$ cat config.mk
export PLATFORM = sky130hd
export DESIGN_NAME = axis_gap_source_flat
export DESIGN_NICKNAME = d
export VERILOG_FILES = /design/src/rtl/axis_gap_source_if.sv /design/src/rtl/axis_gap_source.sv /design/src/flat_wrapper.sv
export SDC_FILE = /design/constraint.sdc
export NUM_CORES = 1
export LEC_CHECK = 0
export BUFFER_PORTS_ARGS = -buffer_cell sky130_fd_sc_hd__buf_2
export CAP_MARGIN = 0
export CORE_AREA = 2 2 98 195
export CTS_CLUSTER_DIAMETER = 30
export DETAILED_ROUTE_END_ITERATION = 12
export DIE_AREA = 0 0 100 197
export PLACE_DENSITY_LB_ADDON = 0.2
export SYNTH_ARGS = -nofsm -noshare
export SYNTH_HDL_FRONTEND = slang
export SYNTH_SLANG_ARGS = --single-unit
$ cat constraint.sdc
create_clock -name clock_i -period 7.9 [get_ports clock_i]
set_input_delay 0.79 -clock clock_i [delete_from_list [all_inputs] [get_ports clock_i]]
set_output_delay 0.79 -clock clock_i [all_outputs]
set_load 0.1 [all_outputs]
$ cat src/rtl/axis_gap_source_if.sv
// Minimal AXI-Stream link: valid/ready handshake carrying one data word.
interface axi_stream_simple_if #(
    parameter int unsigned DATA_WIDTH = 32
) ();
    logic                  tvalid;
    logic                  tready;
    logic [DATA_WIDTH-1:0] tdata;

    modport master (output tvalid, output tdata, input tready);
    modport slave  (input tvalid, input tdata, output tready);
endinterface

$ cat src/rtl/axis_gap_source.sv
// AXI-Stream burst source that inserts LFSR-driven idle gaps before each beat.
// A burst of num_beats_i beats carries an incrementing data counter starting at
// DATA_START. Before every beat a pseudo-random gap of 0..MAX_GAP_CYCLES idle
// cycles is drawn from a 16-bit Fibonacci LFSR (taps 16,14,13,11). The LFSR
// advances only on a draw, so the gap sequence is reproducible from LFSR_SEED.
module axis_gap_source #(
    parameter int unsigned           DATA_WIDTH     = 32,
    parameter int unsigned           MAX_GAP_CYCLES = 10,
    parameter logic [15:0]           LFSR_SEED      = 16'hACE1,
    parameter logic [DATA_WIDTH-1:0] DATA_START     = '0
) (
    input  logic                clock_i,
    input  logic                reset_n_i,
    input  logic                start_i,
    input  logic [31:0]         num_beats_i,
    output logic                busy_o,
    output logic                done_o,
    output logic [31:0]         beats_sent_o,
    axi_stream_simple_if.master axis_m
);

    typedef enum logic [1:0] {
        S_IDLE,
        S_GAP,
        S_SEND,
        S_DONE
    } state_t;

    localparam logic [15:0] GAP_MOD = 16'(MAX_GAP_CYCLES + 1);

    state_t                state_q, state_d;
    logic [15:0]           lfsr_q, lfsr_d;
    logic [15:0]           gap_q, gap_d;        // idle cycles still to spend in GAP
    logic [DATA_WIDTH-1:0] data_q, data_d;      // tdata of the beat being offered
    logic [31:0]           count_q, count_d;    // burst length latched at start
    logic [31:0]           beats_q, beats_d;    // handshakes completed this burst

    logic [15:0]           lfsr_step;
    logic [15:0]           gap_draw;
    logic [31:0]           beats_inc;

    // One LFSR step and the gap it yields; only consumed when a draw happens.
    assign lfsr_step = {lfsr_q[14:0], lfsr_q[15] ^ lfsr_q[13] ^ lfsr_q[12] ^ lfsr_q[10]};
    assign gap_draw  = lfsr_q % GAP_MOD;
    assign beats_inc = beats_q + 32'd1;

    // Next-state logic: burst sequencing, gap draws and beat accounting.
    always_comb begin
        // NOTE: every signal written here gets its hold value first, so no path
        // leaves one unassigned and no latch is inferred.
        state_d = state_q;
        lfsr_d  = lfsr_q;
        gap_d   = gap_q;
        data_d  = data_q;
        count_d = count_q;
        beats_d = beats_q;

        unique case (state_q)
            S_IDLE: begin
                if (start_i) begin
                    beats_d = '0;
                    if (num_beats_i != 32'd0) begin
                        count_d = num_beats_i;
                        data_d  = DATA_START;
                        lfsr_d  = lfsr_step;
                        gap_d   = gap_draw;
                        state_d = (gap_draw != 16'd0) ? S_GAP : S_SEND;
                    end else begin
                        state_d = S_DONE;
                    end
                end
            end

            S_GAP: begin
                if (gap_q <= 16'd1) begin
                    gap_d   = '0;
                    state_d = S_SEND;
                end else begin
                    gap_d = gap_q - 16'd1;
                end
            end

            S_SEND: begin
                if (axis_m.tready) begin
                    beats_d = beats_inc;
                    data_d  = data_q + DATA_WIDTH'(1);
                    if (beats_inc == count_q) begin
                        state_d = S_DONE;
                    end else begin
                        lfsr_d  = lfsr_step;
                        gap_d   = gap_draw;
                        state_d = (gap_draw != 16'd0) ? S_GAP : S_SEND;
                    end
                end
            end

            S_DONE: begin
                state_d = S_IDLE;
            end

            default: begin
                state_d = S_IDLE;
            end
        endcase
    end

    // State register with asynchronous active-low reset.
    always_ff @(posedge clock_i or negedge reset_n_i) begin
        // NOTE: non-blocking assignments here so every register samples the
        // pre-edge values, independent of statement order.
        if (!reset_n_i) begin
            state_q <= S_IDLE;
            lfsr_q  <= LFSR_SEED;
            gap_q   <= '0;
            data_q  <= DATA_START;
            count_q <= '0;
            beats_q <= '0;
        end else begin
            state_q <= state_d;
            lfsr_q  <= lfsr_d;
            gap_q   <= gap_d;
            data_q  <= data_d;
            count_q <= count_d;
            beats_q <= beats_d;
        end
    end

    // Outputs decode registered state only, so tvalid never depends on tready.
    assign axis_m.tvalid = (state_q == S_SEND);
    assign axis_m.tdata  = (state_q == S_SEND) ? data_q : '0;
    assign busy_o        = (state_q != S_IDLE);
    assign done_o        = (state_q == S_DONE);
    assign beats_sent_o  = beats_q;

endmodule

$ cat src/flat_wrapper.sv
// flat-port wrapper written by rule: the top's interface ports become plain ports
module axis_gap_source_flat 
#(
    parameter int unsigned           DATA_WIDTH     = 32,
    parameter int unsigned           MAX_GAP_CYCLES = 10,
    parameter logic [15:0]           LFSR_SEED      = 16'hACE1,
    parameter logic [DATA_WIDTH-1:0] DATA_START     = '0
)
  (clock_i, reset_n_i, start_i, num_beats_i, busy_o, done_o, beats_sent_o, axis_m_tvalid, axis_m_tdata, axis_m_tready);
  axi_stream_simple_if #(.DATA_WIDTH(DATA_WIDTH)) axis_m_i ();
  input  logic clock_i;
  input  logic reset_n_i;
  input  logic start_i;
  input  logic [31:0] num_beats_i;
  output logic busy_o;
  output logic done_o;
  output logic [31:0] beats_sent_o;
  output wire logic [$bits(axis_m_i.tvalid)-1:0] axis_m_tvalid;
  output wire logic [$bits(axis_m_i.tdata)-1:0] axis_m_tdata;
  input wire logic [$bits(axis_m_i.tready)-1:0] axis_m_tready;
  assign axis_m_tvalid = axis_m_i.tvalid;
  assign axis_m_tdata = axis_m_i.tdata;
  assign axis_m_i.tready = axis_m_tready;
  axis_gap_source #(.DATA_WIDTH(DATA_WIDTH), .MAX_GAP_CYCLES(MAX_GAP_CYCLES), .LFSR_SEED(LFSR_SEED), .DATA_START(DATA_START)) u_core (.clock_i(clock_i), .reset_n_i(reset_n_i), .start_i(start_i), .num_beats_i(num_beats_i), .busy_o(busy_o), .done_o(done_o), .beats_sent_o(beats_sent_o), .axis_m(axis_m_i));
endmodule
==> Word level (Yosys, flattened, before mapping) <==
Cells that the tools add are included.
{ "classes": {"eq_ne": 9, "add_sub_neg": 3, "div": 1, "bitwise": 3, "mux": 26, "order_cmp": 1, "n_reduce_logical": 12} }
{ "ops": {"columns": ["operator", "count"], "rows": [
  ["32-bit two-way mux", 6],
  ["16-bit two-way mux", 9],
  ["32-bit one-hot mux with 2 select lines", 2],
  ["32-bit by 1-bit adder with 32-bit output (second input constant)", 2],
  ["16-bit one-hot mux with 3 select lines", 1],
  ["32-bit equality test", 1],
  ["16-bit one-hot mux with 2 select lines", 1],
  ["32-bit nonzero test", 1],
  ["16-bit by 1-bit less-or-equal comparator with 1-bit output (second input constant)", 1],
  ["16-bit by 4-bit remainder unit with 16-bit output (second input constant)", 1],
  ["16-bit nonzero test", 1],
  ["16-bit by 1-bit subtractor with 16-bit output (second input constant)", 1],
  ["2-bit two-way mux", 6],
  ["5-bit AND reduction", 2],
  ["3-bit AND reduction", 3],
  ["2-bit one-hot mux with 4 select lines", 1],
  ["2-bit by 1-bit != test with 1-bit output (second input constant)", 3],
  ["2-bit equality test (second input constant)", 2],
  ["2-bit != test (second input constant)", 2],
  ["4-bit AND reduction", 1],
  ["2-bit nonzero test", 2],
  ["3-bit nonzero test", 1],
  ["1-bit bitwise XOR", 3],
  ["2-bit by 1-bit equality test with 1-bit output (second input constant)", 1],
  ["2-bit logical NOT", 1]
]} }
{ "totals": {"output_inout_bits": 67, "in_bits": 36, "ff_bits": 130, "wordCells": 61} }

==> Longest topological paths before layout <==
{ "depth": {"word_depth": 6, "ltp_mapped": 38, "mapped_depth_nobuf": 32} }

==> Worst setup path before layout <==
Ideal clock, no wire load.
{ "synth_timing": {"path_kind": "reg-to-reg", "startpoint": "register u_core.lfsr_q[13]", "endpoint": "register u_core.state_q[0]", "path_stages_with_launch": 35, "slack_ns": 0.246, "period_less_slack_ns": 7.654, "n_path_buf": 4, "arrival_ns": 7.527, "setup_ns": 0.127, "t_required_ns": 7.773, "path_cell_list": "dfstp_2 > buf_4 > clkinv_1 > o211ai_1 > o221ai_2 > or3_1 > and3_1 > buf_2 > a221oi_1 > o211ai_2 > a2111oi_4 > a211oi_2 > o221a_2 > buf_6 > nand3_1 > a21oi_1 > or3_1 > buf_2 > or3_1 > a21oi_1 > o21ai_1 > nand3_1 > inv_2 > ha_1 > nor3_1 > a32oi_1 > or2_1 > o22a_4 > xor2_1 > ha_1 > or3_4 > and3_4 > or4_4 > a211oi_1 > a21oi_1"} }
{ "synth_via": {"elab_chain_cells": 6, "elab_cells_between_ends": 8, "classes_between": "div: 1; mux: 6; reduce/logical: 1"} }
{ "synth_lines": {"columns": ["element", "line_no", "source"], "rows": [
  ["start: declaration", "axis_gap_source.sv:32", "logic [15:0] lfsr_q, lfsr_d;"],
  ["start signal: assignment", "axis_gap_source.sv:120", "lfsr_q <= lfsr_d;"],
  ["16-bit by 4-bit remainder unit with 16-bit output *", "axis_gap_source.sv:44", "assign gap_draw = lfsr_q % GAP_MOD;"],
  ["16-bit nonzero test *", "axis_gap_source.sv:67, axis_gap_source.sv:92", null],
  ["2-bit two-way mux *", "axis_gap_source.sv:67, axis_gap_source.sv:92", null],
  ["2-bit two-way mux, on equally long branches", "axis_gap_source.sv:87, axis_gap_source.sv:62", null],
  ["2-bit two-way mux, on equally long branches", "axis_gap_source.sv:84, axis_gap_source.sv:60", null],
  ["2-bit one-hot mux with 4 select lines *", "axis_gap_source.sv:58", "unique case (state_q)"],
  ["end signal: assignment", "axis_gap_source.sv:119", "state_q <= state_d;"],
  ["end: declaration", "axis_gap_source.sv:31", "state_t state_q, state_d;"]
]} }
Every way passes the cells marked *; elsewhere a longest branch is shown, timed or not. The select of a mux whose other input is x is not followed.
A chain may end at the register's enable or synchronous reset.

==> Worst setup path after layout <==
{ "layout_timing": {"startpoint": "register u_core.lfsr_q[11]", "endpoint": "register u_core.state_q[0]"} }
The elaborated chain is that of the path after synthesis.

==> results.txt <==
# diodes: 0
Final Hold Fails: 0
DRT Wirelength: 29.38 mm
Seq/Total Area, Yosys: 32.88%
Startpoint types: flip-flop
Max Root-Sink Buffers: 2
R2R Setup Slk: 120 ps
Crit Path Category: flip-flop to flip-flop
Area grow syn2layout: 21.66%
Most frequent cell after synthesis: dfrtp_1
Die Wd: 100 um
Max-slew violations: 0
Initial antenna violation count: 0
CTS Buf Count: 17
Mapped Cells: 1,173
Vias: 9,830
Starting Density: 54.48%
Vias in the first global route: 9,710
Worst EP arrival: 8080 ps
Placed instance area: 0.01081 mm^2
CP Capture Point: u_core.state_q[0]$_DFFE_PN0P_
Post-Syn Area: 0.009926 mm^2
Delay-heaviest family, CP: simple AND/OR/NAND/NOR gates
First-pass GRT wire length: 46.91 mm
Worst Tran Pin Value: 1114 ps
R2r worst-path depth: 33
Final layout net count: 1,346
Asr flop ratio synth: 100.0%
Iteration-0 DRC Markers: 461
Clock Latency Late Sink: 430 ps
Vias/cell: 6.412
Clock-pin transition on the worst setup and hold timing paths: 60 ps
Count of clock tree sinks: 130
CTS tree: done
Critical path peak fanout: 7
Minimum clock period: 7782 ps
Die Height: 197 um
Largest net degree at the start of global routing: 68
H-Tree Level Count: 4
Top_reg_cell synth: dfrtp_1
Grt ovf: 0
Slowest stage delay, CP: 670 ps
Commonest cells post-synth: dfrtp_1 (122), nor2_1 (106), nand2_1 (96)
RSZ-0062 raised after global routing: true
WL/cell: 19.17 um
DRC Markers: 0
R2R Path Start: u_core.lfsr_q[11]$_DFFE_PN1P_
Drt first pass iters: 5
Crit path buf inv count: 4
Syn Area/Cell: 8.462 um^2
Cell taking the most area after synthesis: dfrtp_1
Crit path max-delay cell type: dfstp_4
Max cap viols: 0
Hpwl dp: 20.48 mm
Netlist cell types: 103
Yosys reg bits: 130
CP Depth: 33
Hold Path Class: primary input to asynchronous set/reset pin
Synth Net Count: 1,215
Final setup vio count: 0
GPL Wtd Cong: 0.9659
Reg-to-reg endpoint: u_core.state_q[0]$_DFFE_PN0P_
Core ar.: 0.01822 mm^2
Synth area leaders: dfrtp_1 (31%), o21ai_0 (4.6%), xnor2_1 (4.4%)
Maximum clock rate: 0.1285 GHz
Clock root buffer: clkbuf_16
Synth top area share: 30.76%
Antenna-violating nets left: 0
Max_slew headroom: 25.36%
CP endpoint kind: flip-flop
Total die area: 0.01970 mm^2
Core Rows: 70
IO buf count: 102
Yosys warnings: 0
Fin crit share: 98.51%
CP Launch Point: u_core.lfsr_q[11]$_DFFE_PN1P_
Clock skew: 9.382 ps
Post-route cell area: 0.01208 mm^2
Worst Path Required: 8200 ps
Status: finished clean
EDFF count, synth: 0
Layout cells sized above 1: 27.64%
IO Pins: 103
Tot GR Track Use: 29.43%
==> cells by family after synthesis <==
family	Yosys count	synth area share [%]
and+or+nand+nor	459	23.56
buffers and inverters	94	4.223
AOI/OAI and AO/OA	352	25.87
DFF	130	32.88
muxes	45	5.042
adders and majority gates	6	0.7563
xor gates and xnor gates	87	7.677
==> worst min path at each step <==
stage,cells past startpoint,to,from
finish,1,u_core.count_q[14]$_DFFE_PN0P_,reset_n_i
global route,1,u_core.count_q[14]$_DFFE_PN0P_,reset_n_i
CTS,1,u_core.count_q[14]$_DFFE_PN0P_,reset_n_i
detailed placement,1,u_core.gap_q[7]$_DFFE_PN0P_,u_core.gap_q[7]$_DFFE_PN0P_
global placement,1,u_core.gap_q[7]$_DFFE_PN0P_,u_core.gap_q[7]$_DFFE_PN0P_
floorplan,1,u_core.gap_q[7]$_DFFE_PN0P_,u_core.gap_q[7]$_DFFE_PN0P_
==> what timing repair did <==
item / CTS / global route
hold buffers: 0 / 0
setup endpoints to repair: 7 / 13
pin swaps: 2 / 40
gates resized for setup: 7 / 66
gates cloned: 0 / 2
setup buffers: 1 / 28
==> worst reg2reg max path, delay by kind of cell, from the launching register on <==
kind            cells  cell delay (ps)
compound gates     13             2520
xor+xnor            1              160
fa+ha+maj           2              380
buf+inv             4              560
flops               1              670
mux                 1              150
simple gates       12             3210
==> per-stage QoR <==
step / util [%] / std cells / hold slack [ps] / setup slack [ps] / setup TNS [ps]
detailed placement: 59.35 / 1470 / 478.2 / -58.71 / -63.88
global route: 66.28 / 1533 / 410.2 / -196.5 / -1137
CTS: 63.15 / 1503 / 384.4 / 0.6191 / 0
global placement: 59.35 / 1470 / 478.2 / 107.5 / 0
floorplan: - / 1173 / 460.3 / 245.7 / 0
finish: 66.28 / 1533 / 348.5 / 117.8 / 0
==> metal layers <==
metal | global-route usage, % | part of all wire, % | vias up
met5 | 0 | 0 | -
met4 | 16.74 | 5.5 | 0
met3 | 3.936 | 4.0 | 116
met2 | 55.43 | 55 | 327
met1 | 30.38 | 36 | 4764
li1 | - | - | 4623
==> cell type report <==
cell class	instances	area, um^2
flip-flops and latches	130	3271
well taps	216	270.3
clock inverters	14	224.0
fillers	1535	6142
inverters	21	86.33
repair buffers	183	1169
multi-input cells	951	6616
clock buffers	18	439.2
==> sequential cells by signal, indices dropped and copies added (netlist names) <==
name / flops
u_core.beats_sent_o: 32
u_core.count_q: 32
u_core.data_q: 32
u_core.gap_q: 16
u_core.lfsr_q: 16
u_core.state_q: 2
==> cell usage in the layout, fill, tap and decap left out, types with 9 or more instances in the layout <==
| master | n |
|---|---|
| nor3_1 | 26 |
| o21ai_0 | 90 |
| xnor2_1 | 50 |
| nand2_1 | 96 |
| buf_2 | 102 |
| o31ai_1 | 16 |
| xor2_1 | 36 |
| buf_4 | 72 |
| clkbuf_16 | 17 |
| and3_1 | 24 |
| nor4_1 | 24 |
| a21oi_1 | 54 |
| a31oi_1 | 12 |
| dfrtp_1 | 122 |
| mux2_2 | 36 |
| or3_1 | 13 |
| nand3_1 | 43 |
| nor2_1 | 99 |
| o211ai_1 | 11 |
| a22o_1 | 9 |
| inv_1 | 16 |
| nand4_1 | 22 |
| and2_1 | 42 |
| a21o_1 | 11 |
Power is left out: the tool's default activity adds up to more than one toggle a clock period on the data nets, which glitch-free logic cannot reach.
